===== config.mk =====
export PLATFORM = sky130hd
export DESIGN_NAME = alarm_arm_ctrl
export DESIGN_NICKNAME = d
export VERILOG_FILES = /design/src/rtl/alarm_arm_ctrl.sv
export SDC_FILE = /design/constraint.sdc
export NUM_CORES = 1
export LEC_CHECK = 0
export BUFFER_PORTS_ARGS = -buffer_cell sky130_fd_sc_hd__buf_2
export CAP_MARGIN = 20
export CELL_PAD_IN_SITES_DETAIL_PLACEMENT = 0
export CELL_PAD_IN_SITES_GLOBAL_PLACEMENT = 1
export CORE_ASPECT_RATIO = 0.6
export CORE_MARGIN = 8
export CORE_UTILIZATION = 25
export CTS_BUF_LIST = sky130_fd_sc_hd__clkbuf_2
export DETAILED_ROUTE_END_ITERATION = 16
export PLACE_DENSITY_LB_ADDON = 0.1
export SLEW_MARGIN = 20
export SYNTH_ARGS = -nofsm -noshare
export SYNTH_HDL_FRONTEND = slang
export SYNTH_SLANG_ARGS = --single-unit

===== constraint.sdc =====
create_clock -name clk -period 3.8 [get_ports clk]
set_input_delay 0 -clock clk [delete_from_list [all_inputs] [get_ports clk]]
set_output_delay 0 -clock clk [all_outputs]
set_load 0.1 [all_outputs]

===== src/rtl/alarm_arm_ctrl.sv =====
// Keypad-driven arming/disarming sequencer with exit/entry delays, siren timing and wrong-code lockout.
// Optional panic key E is compiled in with `define ALARM_PANIC_EN.
module alarm_arm_ctrl #(
  parameter logic [15:0] CODE       = 16'h1234,
  parameter int          EXIT_DLY   = 8,
  parameter int          ENTRY_DLY  = 6,
  parameter int          SIREN_TIME = 20,
  parameter int          MAX_TRIES  = 3,
  parameter int          LOCK_TIME  = 10
) (
  input  logic       clk,
  input  logic       reset,
  input  logic       ENA,
  input  logic [3:0] keypad,
  input  logic       front_door,
  input  logic       rear_door,
  input  logic       window,
  output logic       alarm_siren,
  output logic       is_armed,
  output logic       is_wait_delay,
  output logic       lockout,
  output logic [2:0] digit_cnt
);

  localparam int MAX_AB = (EXIT_DLY > ENTRY_DLY) ? EXIT_DLY : ENTRY_DLY;
  localparam int MAX_CD = (SIREN_TIME > LOCK_TIME) ? SIREN_TIME : LOCK_TIME;
  localparam int TMAX   = (MAX_AB > MAX_CD) ? MAX_AB : MAX_CD;
  localparam int TW     = $clog2(TMAX + 1);
  localparam int FW     = $clog2(MAX_TRIES + 1);

  localparam logic [2:0] ST_DISARMED = 3'd0;
  localparam logic [2:0] ST_EXIT     = 3'd1;
  localparam logic [2:0] ST_ARMED    = 3'd2;
  localparam logic [2:0] ST_ENTRY    = 3'd3;
  localparam logic [2:0] ST_ALARM    = 3'd4;

  logic [2:0]    state;
  logic [2:0]    state_nx;
  logic [TW-1:0] timer;
  logic [TW-1:0] timer_val;
  logic          timer_load;
  logic          reload;
  logic [TW-1:0] lock_tmr;
  logic [FW-1:0] fail_cnt;
  logic [15:0]   digit_buf;
  logic          prev_key_held;

  logic key_event;
  logic is_digit;
  logic panic;
  logic digit_event;
  logic clear_event;
  logic code_ok;
  logic code_bad;
  logic penalty;
  logic disarmed_side;
  logic penalty_lock;
  logic penalty_alarm;
  logic timer_done;
  logic lock_done;
  logic door_open;

  // A key event is the first edge a non-zero key is seen after an idle edge.
  assign key_event = (keypad != 4'h0) && !prev_key_held;

`ifdef ALARM_PANIC_EN
  assign is_digit = (keypad >= 4'h1) && (keypad <= 4'hD);
  assign panic    = key_event && (keypad == 4'hE);
`else
  assign is_digit = (keypad >= 4'h1) && (keypad <= 4'hE);
  assign panic    = 1'b0;
`endif

  assign digit_event = key_event && !lockout && is_digit;
  assign clear_event = key_event && !lockout && (keypad == 4'hF);

  // The buffer is judged in the cycle after the fourth digit lands.
  assign code_ok  = (digit_cnt == 3'd4) && (digit_buf == CODE);
  assign code_bad = (digit_cnt == 3'd4) && (digit_buf != CODE);

  assign penalty       = code_bad && (fail_cnt >= FW'(MAX_TRIES - 1));
  assign disarmed_side = (state == ST_DISARMED) || (state == ST_EXIT);
  assign penalty_lock  = penalty && disarmed_side;
  assign penalty_alarm = penalty && !disarmed_side;

  assign timer_done = ENA && (timer == TW'(1));
  assign lock_done  = ENA && lockout && (lock_tmr == TW'(1));
  assign door_open  = front_door || rear_door;

  // Priority: code_ok > panic > penalty > window > doors > timer expiry.
  always_comb begin
    state_nx = state;
    reload   = 1'b0;
    if (code_ok) begin
      state_nx = (state == ST_DISARMED) ? ST_EXIT : ST_DISARMED;
    end else if (panic || penalty_alarm) begin
      state_nx = ST_ALARM;
      reload   = 1'b1;
    end else begin
      case (state)
        ST_EXIT: begin
          if (timer_done) state_nx = ST_ARMED;
        end
        ST_ARMED: begin
          if (window)         state_nx = ST_ALARM;
          else if (door_open) state_nx = ST_ENTRY;
        end
        ST_ENTRY: begin
          if (window || timer_done) state_nx = ST_ALARM;
        end
        ST_ALARM: begin
          if (timer_done) state_nx = ST_ARMED;
        end
        default: state_nx = state;
      endcase
    end
  end

  // Untimed states load zero so a leftover count can never expire later.
  always_comb begin
    timer_load = reload || (state_nx != state);
    case (state_nx)
      ST_EXIT:  timer_val = TW'(EXIT_DLY);
      ST_ENTRY: timer_val = TW'(ENTRY_DLY);
      ST_ALARM: timer_val = TW'(SIREN_TIME);
      default:  timer_val = '0;
    endcase
  end

  always_ff @(posedge clk) begin
    if (!reset) begin
      state <= ST_DISARMED;
      timer <= '0;
    end else begin
      state <= state_nx;
      if (timer_load)
        timer <= timer_val;
      else if (ENA && (timer != '0))
        timer <= timer - TW'(1);
    end
  end

  always_ff @(posedge clk) begin
    if (!reset) begin
      alarm_siren   <= 1'b0;
      is_armed      <= 1'b0;
      is_wait_delay <= 1'b0;
    end else begin
      alarm_siren   <= (state_nx == ST_ALARM);
      is_armed      <= (state_nx == ST_ARMED) || (state_nx == ST_ENTRY) ||
                       (state_nx == ST_ALARM);
      is_wait_delay <= (state_nx == ST_EXIT) || (state_nx == ST_ENTRY);
    end
  end

  always_ff @(posedge clk) begin
    if (!reset) begin
      prev_key_held <= 1'b0;
      digit_buf     <= '0;
      digit_cnt     <= '0;
    end else begin
      prev_key_held <= (keypad != 4'h0);
      if (digit_cnt == 3'd4) begin
        digit_cnt <= '0;
        digit_buf <= '0;
      end else if (clear_event) begin
        digit_cnt <= '0;
        digit_buf <= '0;
      end else if (digit_event) begin
        digit_buf <= {digit_buf[11:0], keypad};
        digit_cnt <= digit_cnt + 3'd1;
      end
    end
  end

  // Fail counter holds at MAX_TRIES for the whole lockout, then clears.
  always_ff @(posedge clk) begin
    if (!reset) begin
      fail_cnt <= '0;
      lockout  <= 1'b0;
      lock_tmr <= '0;
    end else begin
      if (code_ok) begin
        fail_cnt <= '0;
      end else if (penalty_alarm) begin
        fail_cnt <= '0;
      end else if (code_bad) begin
        if (fail_cnt < FW'(MAX_TRIES))
          fail_cnt <= fail_cnt + FW'(1);
      end else if (lock_done) begin
        fail_cnt <= '0;
      end

      if (penalty_lock) begin
        lockout  <= 1'b1;
        lock_tmr <= TW'(LOCK_TIME);
      end else if (lockout && ENA) begin
        lock_tmr <= lock_tmr - TW'(1);
        if (lock_tmr == TW'(1))
          lockout <= 1'b0;
      end
    end
  end

endmodule


* After elaboration in Yosys (flattened, before gate mapping)
Index checks and enable logic that the tools add are counted.
** Operators by class
- Add/sub/neg operators :: 4
- Multiply operators :: 0
- Div/mod/pow operators :: 0
- Order comparisons :: 4
- Equality and inequality tests :: 16
- Shifts and indexed selects :: 0
- Muxes and demuxes :: 21
- Bitwise operators :: 1
- Reductions and logical operators :: 37
** Operators by type and width (number)
- 2-to-1 mux 3 bit :: 6
- equality test 16 x 13 -> 1 bit (second input constant) :: 1
- != test 16 x 13 -> 1 bit (second input constant) :: 1
- case mux 5 bit (3 select lines) :: 1
- logical AND 1 bit :: 14
- equality test 3 x 2 -> 1 bit (second input constant) :: 4
- equality test 5 x 1 -> 1 bit (second input constant) :: 2
- 2-to-1 mux 5 bit :: 2
- subtractor 5 x 1 -> 5 bit (second input constant) :: 2
- equality test 3 bit (second input constant) :: 3
- case mux 3 bit (3 select lines) :: 1
- 2-to-1 mux 4 bit :: 2
- nonzero test 2 bit :: 4
- logical OR 1 bit :: 7
- equality test 3 x 1 -> 1 bit (second input constant) :: 2
- 2-to-1 mux 1 bit :: 6
- 2-to-1 mux 2 bit :: 3
- OR reduction 3 bit :: 2
- nonzero test 5 bit :: 1
- equality test 4 bit (second input constant) :: 1
- greater-or-equal comparator 4 x 1 -> 1 bit (second input constant) :: 1
- <= comparator 4 bit (second input constant) :: 1
- AND reduction 2 bit :: 2
- nonzero test 4 bit :: 1
- 10 further kinds :: 13
** Word-level totals
- Flip-flop bits (word level) :: 39
- Bits in latches :: 0
- Bits in writable memories :: 0
- Memory bits (read-only) :: 0
- Bits of input ports :: 10
- Word-level logic and storage cells :: 95
- Memories kept :: 0

* Longest topological paths before layout
- Depth after elaboration :: 10
- Depth in mapped cells :: 9

* Worst setup path before layout
OpenSTA, ideal clock, no wires.
- Kind :: flip-flop to flip-flop
- From :: reg digit_cnt[0]
- To :: reg timer[2]
- Setup time :: 139 ps
- Arrival time :: 2478 ps
- Path slack :: 1183 ps
- Cell stages (with the launch flop) :: 9
- Path buffers :: 0
- Path through :: dfxtp_1 -> inv_1 -> ha_1 -> nand2_1 -> nor2_1 -> a221o_1 -> o21a_1 -> a221oi_2 -> a311oi_1
** Between the ends
- Longest elaborated chain between the ends :: 9
** RTL lines
- start, declared :: line 22 : output logic [2:0] digit_cnt
- start signal, assigned :: line 171 : digit_cnt <= digit_cnt + 3'd1;
- equality test 3 bit (*) :: line 78, 79
- logical AND 1 bit :: line 79 : assign code_bad = (digit_cnt == 3'd4) && (digit_buf != CODE);
- logical AND 1 bit :: line 81 : assign penalty = code_bad && (fail_cnt >= FW'(MAX_TRIES - 1));
- logical AND 1 bit :: line 84 : assign penalty_alarm = penalty && !disarmed_side;
- 2-to-1 mux 3 bit :: line 96 : end else if (panic || penalty_alarm) begin
- 2-to-1 mux 3 bit :: line 94 : if (code_ok) begin
- equality test 3 bit, or another cell as far along :: line 122 : case (state_nx)
- case mux 5 bit (3 select lines) or logical OR 1 bit (tied branches) :: line 122, 121
- 2-to-1 mux 5 bit or nonzero test 2 bit (tied branches)
- end signal, assigned :: line 137 : timer <= timer_val;
- end signal, assigned :: line 139 : timer <= timer - TW'(1);
- end, declared :: line 39 : logic [TW-1:0] timer;
Mark *: on every way between the ends. The rest lies on a longest branch, timed or not.
A chain may end at the register's enable or synchronous reset.

* Worst setup path in the final report
- From :: reg digit_cnt[0]
- To :: reg timer[1]
The elaborated chain is that of the path after synthesis.

==> metrics.txt <==
register bit total from synthesis=39; CP Data Arrival Time=2.50 ns; Hold Fails Final Rpt=0; R2R depth=9; largest net degree at the start of global routing=20; Final Power=982 uW; drt pass-1 iters=6; sw frac=33.8%; Die X=between 100 and 150 um; CTS Sinks=39; initial antenna violation count=0; Worst-Skew Late Latency=about 0.4 ns; reg2reg end=timer[1]; RePlAce Congestion=0.719; synthesized instance count=238; layout cell share with drive strength beyond 1=14.9%; worst hold path class=in -> reg; final WL=5310 um; Max VDD drop=157 uV; launch point of the worst reg-to-reg path=digit_cnt[0]; most area-hungry cell type in the Yosys netlist=dfxtp_1; GRT overflow=0; Worst Setup SP=digit_cnt[0]; Total Routing Usage GR=between 10 and 15%; total CTS buffers=5; via count=1699; fin util=29.4%; DRC=0; boundary pin count=17; Register Area=781 um^2; Root Driver=clkbuf_2; yosys warns=0; skew final=about 0.021 ns; Worst setup endpoint=timer[1]; sequential-to-total area share from yosys stat=39.1%; per-cell routed wire length=14.4 um; Core Rows=25; asr flop ratio synth=0%; number of synthesized flops with an enable pin=0; filler cell count=between 800 and 900; status=finished clean; Core Region=just under 0.008 mm^2; Comb pwr share=24.8%; register share of total power=49.1%; most frequent cells in the layout=nand2_1, dfxtp_1, a21oi_1, nor2_1, buf_2; Setup Crit Path Kind=reg -> reg; Synthesized Nets=roughly 260; transition time of the tightest slew-check pin=0.912 ns; max-capacitance violation count=0; ANT nets after route=0; total negative slack=0 ns; final critical-path share of the clock period=56.4%; ANT cells=0; Max Slew Vio Count=0; Die Height=85.2 um; Final Non-Filler Cells=369; count of unique library cells instantiated by Yosys=53; crit start category=flip-flop; DIE AREA=0.0112 mm^2; Highest Clock Rate=0.466 GHz; Synth Cell Area=0.00199 mm^2; Worst slew margin=39.0%; internal power=650 uW; Final HPWL DP=3920 um; IO buf count=16; ys flop type=dfxtp_1; Pleak=0.858 nW; CTS clk-pin slew, worst paths=~0.23 ns; vias per inst=4.60; Cell Pwr Density=~430 mW/mm^2; Inst Count DP=355; synth top area cells=dfxtp_1, nand2_1, a21oi_1; global-route wire length before repair=about 9000 um; area of the multi-input gates=0.00114 mm^2; NetSw=331 uW; vias in the first global route=about 1600; worst-path maximum fanout=8; Clk network pwr share=26.1%; WP data required=4.16 ns; post-synth top area share=39.1%; DR iter-0 viols=112; r2r setup slk=~1.7 ns; Initial Utilization=25.5%; Syn Area/Cell=8.38 um^2; Clock Path Buffers=2; critical path capture point type=flip-flop; crit path time final=2.14 ns; H-tree level count=2; RSZ-0062 raised after global routing=no; most common cell after layout, fill and taps aside=nand2_1; nets=279; final setup violation count=0; CTS tree=done; Area Growth Syn to Fin=15.4%
area by class of cell:
type	count	area share (%)
Timing Repair Buffer	23	6.42
Multi-Input combinational cell	181	49.4
Clock buffer	5	1.09
Tap cell	108	5.87
Clock inverter	3	1.69
Inverter	10	1.63
Sequential cell	39	33.9
cell families (layout without fill, tap and decap cells):
logic type / after synthesis / in the layout / share of synthesized area [%]
compound gates: 52 / 52 / 17.6
flops: 39 / 39 / 39.1
xor+xnor: 9 / 9 / 3.95
mux: 2 / 2 / 1.07
fa+ha+maj: 9 / 9 / 5.65
buf+inv: 18 / 41 / 3.89
simple gates: 109 / 109 / 28.7
what timing repair did:
action | 4_1_cts | 5_1_grt
hold buffers | 6 | 0
buffers inserted | 0 | 0
endpoints found under the hold margin | 12 | 0
resized for setup | 0 | 0
power groups by stage:
stage / Sequential, mW / Clock (mW) / Combinational, mW
floorplan: 0.497 / 0 / 0.167
global placement: 0.490 / 0 / 0.249
detailed placement: 0.490 / 0 / 0.240
CTS: 0.481 / 0.264 / 0.246
global route: 0.488 / 0.286 / 0.277
finish: 0.482 / 0.256 / 0.243
critical path, stage by stage (launching register included):
cell     delay (ns)
dfxtp_1        0.39
inv_1          0.09
ha_1           0.17
nand2_1        0.20
or3b_1         0.41
or3_1          0.38
o21ai_0        0.09
and2_1         0.18
nand2_1        0.07
mux2i_1        0.14
stage by stage:
stage	area (um^2)	worst slack (ns)	hold WS, ns
floorplan	1990	1.18	0.126
global placement	2180	1.62	0.271
detailed placement	2180	1.68	0.281
CTS	2300	1.65	0.00166
global route	2300	1.41	0.0353
finish	2300	1.66	0.00266
cells in the mapped netlist, drive strengths merged, types with 2 or more instances:
cell	n
dfxtp	39
buf	3
o22ai	5
nand2	46
xor2	4
ha	9
a311oi	3
o211ai	2
inv	9
o21a	2
nor3	9
clkbuf	5
a21boi	2
nand3	5
or3	5
a21oi	24
nor4	3
and4bb	2
nand2b	4
nor2b	2
xnor2	5
nand4	2
o21ai	4
nor2	22
and2	4
registers in the layout (all words and copies together), names as in the netlist:
name,flops
digit_buf,16
lock_tmr,5
timer,5
digit_cnt,3
state,3
fail_cnt,2
alarm_siren,1
is_armed,1
is_wait_delay,1
lockout,1
prev_key_held,1
layer usage:
| layer | global-route usage (%) | vias to the layer above | wire [um] |
|---|---|---|---|
| met4 | 3.11 | 0 | 54 |
| met1 | 15.9 | 781 | 3190 |
| met2 | 12.1 | 33 | 1800 |
| met3 | 3.07 | 7 | 269 |
| met5 | 0 | - | 0 |
| li1 | - | 878 | - |
how the worst min path moves through the flow:
stage,start,end,slack (ns),cells past startpoint
final,ENA,lock_tmr[2],0.003,4
after global routing,ENA,lock_tmr[2],0.04,4
after CTS,ENA,lock_tmr[2],0.002,4
after detailed placement,keypad[2],prev_key_held,0.28,3
after global placement,keypad[2],prev_key_held,0.27,3
after floorplan,keypad[3],prev_key_held,0.13,2
(Power assumes the default switching activity.)
